## config.mk

```make
export PLATFORM = sky130hd
export DESIGN_NAME = time_base_ctrl
export DESIGN_NICKNAME = d
export VERILOG_FILES = /design/src/rtl/time_pkg.sv /design/src/rtl/tb_channel.sv /design/src/rtl/time_base_ctrl.sv
export SDC_FILE = /design/constraint.sdc
export NUM_CORES = 1
export LEC_CHECK = 0
export CAP_MARGIN = 0
export CORE_UTILIZATION = 40
export CTS_BUF_LIST = sky130_fd_sc_hd__clkbuf_8
export DETAILED_ROUTE_END_ITERATION = 10
export SLEW_MARGIN = 20
export SYNTH_ARGS = -nofsm -noshare
export SYNTH_HDL_FRONTEND = slang
export SYNTH_SLANG_ARGS = --single-unit
```

## constraint.sdc

```tcl
create_clock -name CLK_IN -period 4.03 [get_ports CLK_IN]
set_input_delay 0.806 -clock CLK_IN [delete_from_list [all_inputs] [get_ports CLK_IN]]
set_output_delay 0.806 -clock CLK_IN [all_outputs]
set_load 0.02 [all_outputs]
```

## src/rtl/time_pkg.sv

```systemverilog
// Shared definitions for the time-base controller: sequencer states and default widths.
package time_pkg;

  localparam int CNT_W_DEF = 16;

  typedef enum logic [1:0] {
    ST_IDLE = 2'd0,
    ST_ARM  = 2'd1,
    ST_RUN  = 2'd2
  } state_e;

endpackage

```

## src/rtl/tb_channel.sv

```systemverilog
// One time-base channel: shadow/active divide config, period counter and tick/clock decode.
module tb_channel
  import time_pkg::*;
#(
  parameter int CNT_W = CNT_W_DEF
) (
  input  logic             clk_i,
  input  logic             rst_i,
  input  logic             run_i,
  input  logic             arm_i,
  input  logic             wr_i,
  input  logic             cfg_en_i,
  input  logic [CNT_W-1:0] cfg_div_i,
  output logic             tick_o,
  output logic             clk_out_o,
  output logic             pend_o
);

  logic             en_q, en_d;
  logic [CNT_W-1:0] div_q, div_d;
  logic             sh_en_q, sh_en_d;
  logic [CNT_W-1:0] sh_div_q, sh_div_d;
  logic             pend_q, pend_d;
  logic [CNT_W-1:0] cnt_q, cnt_d;

  logic             live;
  logic [CNT_W-1:0] last_cnt;
  logic             at_wrap;
  logic             apply;

  assign live     = en_q && (div_q != '0);
  assign last_cnt = (div_q != '0) ? (div_q - CNT_W'(1)) : '0;
  assign at_wrap  = live && (cnt_q == last_cnt);

  always_comb begin
    en_d     = en_q;
    div_d    = div_q;
    sh_en_d  = sh_en_q;
    sh_div_d = sh_div_q;
    pend_d   = pend_q;
    cnt_d    = cnt_q;
    apply    = 1'b0;

    // Shadow config only moves to active at a period boundary so no runt period appears.
    if (arm_i) begin
      apply = pend_q;
      cnt_d = '0;
    end else if (run_i) begin
      if (!live) begin
        apply = pend_q;
        cnt_d = '0;
      end else if (at_wrap) begin
        apply = pend_q;
        cnt_d = '0;
      end else begin
        cnt_d = cnt_q + CNT_W'(1);
      end
    end else begin
      cnt_d = '0;
    end

    if (apply) begin
      en_d   = sh_en_q;
      div_d  = sh_div_q;
      pend_d = 1'b0;
    end

    if (wr_i) begin
      sh_en_d  = cfg_en_i;
      sh_div_d = cfg_div_i;
      pend_d   = 1'b1;
    end
  end

  always_ff @(posedge clk_i) begin
    if (rst_i) begin
      en_q     <= 1'b0;
      div_q    <= '0;
      sh_en_q  <= 1'b0;
      sh_div_q <= '0;
      pend_q   <= 1'b0;
      cnt_q    <= '0;
    end else begin
      en_q     <= en_d;
      div_q    <= div_d;
      sh_en_q  <= sh_en_d;
      sh_div_q <= sh_div_d;
      pend_q   <= pend_d;
      cnt_q    <= cnt_d;
    end
  end

  assign tick_o    = run_i && at_wrap;
  assign clk_out_o = run_i && live && (cnt_q < (div_q >> 1));
  assign pend_o    = pend_q;

endmodule

```

## src/rtl/time_base_ctrl.sv

```systemverilog
// Multi-channel time-base controller: IDLE/ARM/RUN sequencer, config handshake and channel array.
module time_base_ctrl
  import time_pkg::*;
#(
  parameter  int NUM_CH = 4,
  parameter  int CNT_W  = CNT_W_DEF,
  localparam int CH_W   = (NUM_CH > 1) ? $clog2(NUM_CH) : 1
) (
  input  logic              CLK_IN,
  input  logic              RST,
  input  logic              START,
  input  logic              STOP,
  input  logic              SYNC,
  input  logic              CFG_VALID,
  output logic              CFG_READY,
  input  logic [CH_W-1:0]   CFG_CH,
  input  logic              CFG_EN,
  input  logic [CNT_W-1:0]  CFG_DIV,
  output logic [NUM_CH-1:0] CLK_OUT,
  output logic [NUM_CH-1:0] TICK,
  output logic              RUNNING,
  output logic [NUM_CH-1:0] PENDING
);

  state_e            state_q, state_d;
  logic [NUM_CH-1:0] pend_vec;
  logic [NUM_CH-1:0] wr_vec;
  logic              pend_sel;
  logic              run, arm;

  always_comb begin
    state_d = state_q;
    if (STOP) begin
      state_d = ST_IDLE;
    end else begin
      case (state_q)
        ST_IDLE: if (START) state_d = ST_ARM;
        ST_ARM:  state_d = ST_RUN;
        ST_RUN:  if (SYNC) state_d = ST_ARM;
        default: state_d = ST_IDLE;
      endcase
    end
  end

  always_ff @(posedge CLK_IN) begin
    if (RST) state_q <= ST_IDLE;
    else     state_q <= state_d;
  end

  assign run     = (state_q == ST_RUN);
  assign arm     = (state_q == ST_ARM);
  assign RUNNING = run;

  // An out-of-range channel never matches, so it reads as not pending and is always ready.
  always_comb begin
    pend_sel = 1'b0;
    for (int i = 0; i < NUM_CH; i++) begin
      if (CFG_CH == CH_W'(i)) pend_sel = pend_vec[i];
    end
  end

  always_comb begin
    case (state_q)
      ST_IDLE: CFG_READY = 1'b1;
      ST_RUN:  CFG_READY = ~pend_sel;
      default: CFG_READY = 1'b0;
    endcase
  end

  for (genvar gi = 0; gi < NUM_CH; gi++) begin : g_ch
    assign wr_vec[gi] = CFG_VALID && CFG_READY && (CFG_CH == CH_W'(gi));

    tb_channel #(
      .CNT_W(CNT_W)
    ) u_ch (
      .clk_i     (CLK_IN),
      .rst_i     (RST),
      .run_i     (run),
      .arm_i     (arm),
      .wr_i      (wr_vec[gi]),
      .cfg_en_i  (CFG_EN),
      .cfg_div_i (CFG_DIV),
      .tick_o    (TICK[gi]),
      .clk_out_o (CLK_OUT[gi]),
      .pend_o    (pend_vec[gi])
    );
  end

  assign PENDING = pend_vec;

endmodule

```

After elaboration in Yosys (flattened, before gate mapping):

Index checks and enable logic that the tools add are counted.

* output and inout port bits: 14
* logic and storage cells: 131
* flip-flop bits (word level): 206
* input port bits: 25

* $add $sub $neg: 8
* equality and inequality tests: 11
* order comparisons: 4
* muxes and demuxes: 36
* bitwise operators: 6
* reductions and logical operators: 41

Operators by type and width (count)
* 16-bit by 1-bit adder with 16-bit output, second input constant: 4
* 16-bit equality test: 4
* 16-bit by 15-bit less-than comparator with 1-bit output: 4
* 16-bit 2-to-1 mux: 4
* 16-bit nonzero test: 4
* 16-bit by 1-bit subtractor with 16-bit output, second input constant: 4
* 1-bit 2-to-1 mux: 28
* 1-bit logical AND: 25
* 5-bit OR reduction: 4
* 2-bit nonzero test: 4
* 2-bit equality test, second input constant: 3
* 1-bit inverter: 6
* 2-bit case mux with 3 select lines: 1
* 2-bit by 1-bit equality test with 1-bit output, second input constant: 2
* 2-bit logical NOT: 2
* 2-bit 2-to-1 mux: 2
* 2-bit inequality test, second input constant: 2
* 1-bit case mux with 2 select lines: 1
* 2-bit AND reduction: 1
* 2-bit OR reduction: 1

Logic depth before layout (Yosys ltp):

* depth after elaboration: 10
* gate-level depth with buffers: 15
* depth with buffers taken out: 11

Hierarchy:

From an unflattened synthesis, not the netlist that was laid out.

* cells, all modules: 1609
* area total of the unflattened synthesis: 13515.5 um^2

By module, submodules not included
* tb_channel: times used 4, area an instance 3325.7 um^2, cells each 397, seq. area each 1021.0 um^2
* time_base_ctrl: times used 1, area an instance 212.7 um^2, cells each 21, seq. area each 40.0 um^2

Least setup slack after synthesis:

OpenSTA, ideal clock, no wires.

* path kind: register -> output
* from: register g_ch[1].u_ch.div_q[12]
* to: output port TICK[1]
* slack: 0.289 ns
* stages on the path, launching flop included: 11
* buffers on the path: 2
* required time: 3.224 ns
* arrival: 2.935 ns
* cell sequence: dfxtp_1 -> clkbuf_1 -> nor4_1 -> nand2_1 -> o32a_1 -> o32a_1 -> nor3_1 -> nand3_1 -> or4_1 -> nor3_1 -> buf_4

* cells in the longest elaborated chain, start to end: 5
* elaborated cells on any way between the ends: 7
* those cells by class: 1 x add/sub; 1 x eq/ne; 1 x mux; 4 x reduce/logical

Ends and longest elaborated chain
* start, declared: line tb_channel.sv:20 `logic [CNT_W-1:0] div_q, div_d;`
* start signal, assigned: line tb_channel.sv:85 `div_q <= div_d;`
* 16-bit by 1-bit subtractor with 16-bit output or 16-bit nonzero test (tied branches): line tb_channel.sv:32, tb_channel.sv:31
* 16-bit 2-to-1 mux: line tb_channel.sv:32 `assign last_cnt = (div_q != '0) ? (div_q - CNT_W'(1)) : '0;`
* 16-bit equality test: line tb_channel.sv:33 `assign at_wrap = live && (cnt_q == last_cnt);`
* 1-bit logical AND *: line tb_channel.sv:33
* 1-bit logical AND *: line tb_channel.sv:93 `assign tick_o = run_i && at_wrap;`
* end, declared: line time_base_ctrl.sv:20 `output logic [NUM_CH-1:0] TICK,`

Every way passes the cells marked *; elsewhere a longest branch is shown, timed or not.

Worst setup path after layout:

* from: register g_ch[2].u_ch.div_q[6]
* to: output port TICK[2]

* cells in the longest elaborated chain, start to end: 5
* elaborated cells on any way between the ends: 7
* those cells by class: 1 x add/sub; 1 x eq/ne; 1 x mux; 4 x reduce/logical

Ends and longest elaborated chain (line)
* start, declared: tb_channel.sv:20
* start signal, assigned: tb_channel.sv:85
* 16-bit by 1-bit subtractor with 16-bit output or 16-bit nonzero test (tied branches): tb_channel.sv:32, tb_channel.sv:31
* 16-bit 2-to-1 mux: tb_channel.sv:32
* 16-bit equality test: tb_channel.sv:33
* 1-bit logical AND *: tb_channel.sv:33
* 1-bit logical AND *: tb_channel.sv:93

Marks and branches as above.

==> summary.md <==
| Metric | Value |
|---|---|
| Remaining Overflow, GRT | 0 |
| Chip Width | between 150 and 200 µm |
| PnR Total Power | 4.49 mW |
| R2r setup slk | approximately 0.3 ns |
| Ys async rst share | 0% |
| Most common cell on crit path | nor3_4 |
| Antenna violations before repair | 0 |
| Routed WL | approximately 37000 µm |
| Max Slew Vio Count | 0 |
| Cts bufs inserted | 39 |
| Fill cells | around 3100 |
| Fin crit share | 102% |
| RSZ-0062 raised after global routing | true |
| Clock latency on the worst-skew pair | roughly 0.56 ns |
| Die Area | around 34000 µm² |
| Leak pwr | approximately 6.4 nW |
| Rows | 66 |
| Worst Skew | roughly 0.023 ns |
| Vias per inst | about 5.3 |
| Synth unique cells | slightly below 80 |
| Vias in the first global route | approximately 11000 |
| Largest net degree at the start of global routing | about 120 |
| Yosys reg bits | just over 200 |
| Fin. Hold Viols | 0 |
| Gpl congestion | ~0.92 |
| Starting Density | between 40 and 50% |
| Mapped Cells | approximately 1600 |
| Post-route ant nets | 0 |
| Slowest stage delay, CP | approximately 0.54 ns |
| Mean Syn Cell Area | just over 8 µm² |
| Clock Tree Buf Depth | 3 |
| Worst slew pin tran | ~1.1 ns |
| DRT Pass-1 Iters | 5 |
| Cells along the critical path | or4_4 > buf_4 > nor3_4 > mux2i_2 > nor2_2 > nor4_2 > nand4_1 > or2_4 > nor3_4 > buf_6 |
| Cell accounting for the most synthesized area | dfxtp_1 |
| WS Path Type | reg -> out |
| CTS tree | yes |
| Most common cell in the synthesized netlist | dfxtp_1 |
| Core footprint | ~32000 µm² |
| Clock slew at reported path FFs | about 0.050 ns |
| Hpwl dp | about 27000 µm |
| Total of max-cap violations | 0 |
| Area Overhead vs Synth | 24.5% |
| Outcome | complete, but fails checks |
| Net Count, Synth | 1676 |
| Ys Warns | 0 |
| Mapped Area | 13200 µm² |
| DRC Markers | 0 |
| Crit path max-delay family | simple AND/OR/NAND/NOR gates |
| DRT iter0 DRCs | roughly 840 |
| Tightest Hold Check Type | reg -> reg |
| Post-cts hold buffer count | 0 |
| Die height | approximately 180 µm |
| Peak supply drop | about 250 µV |
| Vias post-DR | ~12000 |
| Clk root buf | clkbuf_8 |
| WP data arrival | roughly 3.3 ns |
| CP Capture Type | primary output |
| CP max-delay cell | or4_4 |
| Final nets | roughly 1800 |
| Ys flop type | dfxtp_1 |
| Power Density | approximately 270 nW/µm² |
| Post-synth EDFFs | 0 |
| Worst Path Required | approximately 3.2 ns |
| CP startpoint kind | register |
| First-pass GRT wire length | 58300 µm |
| Htree depth | 2 |
| Slew Limit Headroom | between 20 and 30% |
| Top cell type's share of synthesized area | a little under a third |
| Top post-synthesis cells by area | dfxtp_1 31%, mux2i_1 9.6%, ha_1 6.1% |
| Dpl ws | -0.234 ns |
| Achievable frequency | ~240 MHz |
| Num ports | 39 |
| Sequential share of the synthesized area | 31.4% |
| Maximum fanout along the worst path | 4 |
| Min Tclk post-route | a little over 4 ns |
| Final Worst Setup Slack | -0.0803 ns |
| Antenna fix cells | 0 |
| Clock sinks | 206 |
| Share of cells above drive strength 1 | about a fifth |
| Port bufs | 38 |
| Wire per inst | 16.6 µm |
| Commonest cells in the netlist | 206 x dfxtp_1, 203 x nor2_1, 126 x mux2i_1 |
| GRT Overall Usage | between 20% and 30% |
| Failing checks | negative setup slack |
| Buf/Inv on CP | 2 |
| Finish-stage setup viols | 1 |
## routing by layer
| metal | vias up | GRT usage [%] | share of wire, % | routed length [µm] |
|---|---|---|---|---|
| met3 | 80 | 3.16 | 4.1 | 1500 |
| met4 | 0 | 9.50 | 3.5 | 1290 |
| met5 | - | 0 | 0 | 0 |
| met2 | 239 | 34.9 | 46 | 16800 |
| li1 | 5907 | - | - | - |
| met1 | 5553 | 28.6 | 47 | 17200 |
## report_power, final
part	switching (mW)	internal, mW
sequential	0.0181	2.06
combinational	0.144	0.122
clock	0.896	1.24
total	1.06	3.43
## metrics by stage
stage          cells  setup TNS (ns)  cell area, µm²  util (%)  hold slack [ns]
6_report        2215         -0.0803           16400      50.5            0.454
5_1_grt         2215          -0.381           16400      50.5            0.475
4_1_cts         2202          -0.131           15900      49.1            0.455
3_5_place_dp    2129          -0.438           14900      45.9            0.446
3_3_place_gp    2129          -0.387           14900      45.9            0.442
2_1_floorplan   1587               0           13200         -            0.431
## placed cells by master, fill, tap and decap left out, drive strengths merged, types with 38 or more instances in the layout
master	synthesis	final
nand2b	109	109
nand3	48	48
nand4	41	41
nor3	38	38
clkbuf	69	49
inv	89	102
buf	25	180
nor2	203	203
a21oi	60	60
ha	64	64
xnor2	73	73
nand2	85	85
mux2i	126	126
dfxtp	206	206
## worst paths after layout
| path | from | end | cells after the start |
|---|---|---|---|
| worst max register to register | g_ch[2].u_ch.div_q[6] | g_ch[2].u_ch.div_q[14] | 13 |
| worst min register to register | g_ch[2].u_ch.sh_div_q[11] | g_ch[2].u_ch.sh_div_q[11] | 2 |
| worst max-delay path | g_ch[2].u_ch.div_q[6] | TICK[2] | 10 |
| worst min-delay path | g_ch[2].u_ch.sh_div_q[11] | g_ch[2].u_ch.sh_div_q[11] | 2 |
## tightest hold or removal path: cells and delay by family, from the launching register on
| family | cells | cell delay (ns) |
|---|---|---|
| AOI/OAI and AO/OA | 1 | 0.05 |
| and+or+nand+nor | 1 | 0.05 |
| DFF | 1 | 0.30 |
## registers in the layout (all words and copies together), names as in the netlist
name                cells
g_ch.u_ch.pend_o        4
g_ch.u_ch.sh_en_q       4
g_ch.u_ch.en_q          4
state_q                 2
g_ch.u_ch.sh_div_q     64
g_ch.u_ch.cnt_q        64
g_ch.u_ch.div_q        64
## timing repair
item / 4_1_cts / 5_1_grt
setup endpoints to repair: 8 / 7
pin swaps: 11 / 36
resized for setup: 74 / 78
setup buffers: 6 / 13
gates cloned: 0 / 0
## cell families after synthesis
kind of cell / after synthesis / synth area share, %
AOI/OAI and AO/OA: 221 / 11.7
xor gates and xnor gates: 116 / 8.35
adders and majority gates: 64 / 6.09
buffers and inverters: 183 / 5.80
DFF: 206 / 31.4
muxes: 128 / 9.85
and+or+nand+nor: 669 / 26.8
## final cells by class
cell class | instances | area [µm²] | share of cell area, %
inverter | 89 | 334 | 2.04
clock inverter | 20 | 161 | 0.985
sequential | 206 | 4130 | 25.2
clock buffer | 47 | 647 | 3.95
multi-input combinational | 1198 | 8820 | 53.9
timing repair buffer | 213 | 1730 | 10.5
tap | 442 | 553 | 3.38
Power figures use the tool's default switching activity.
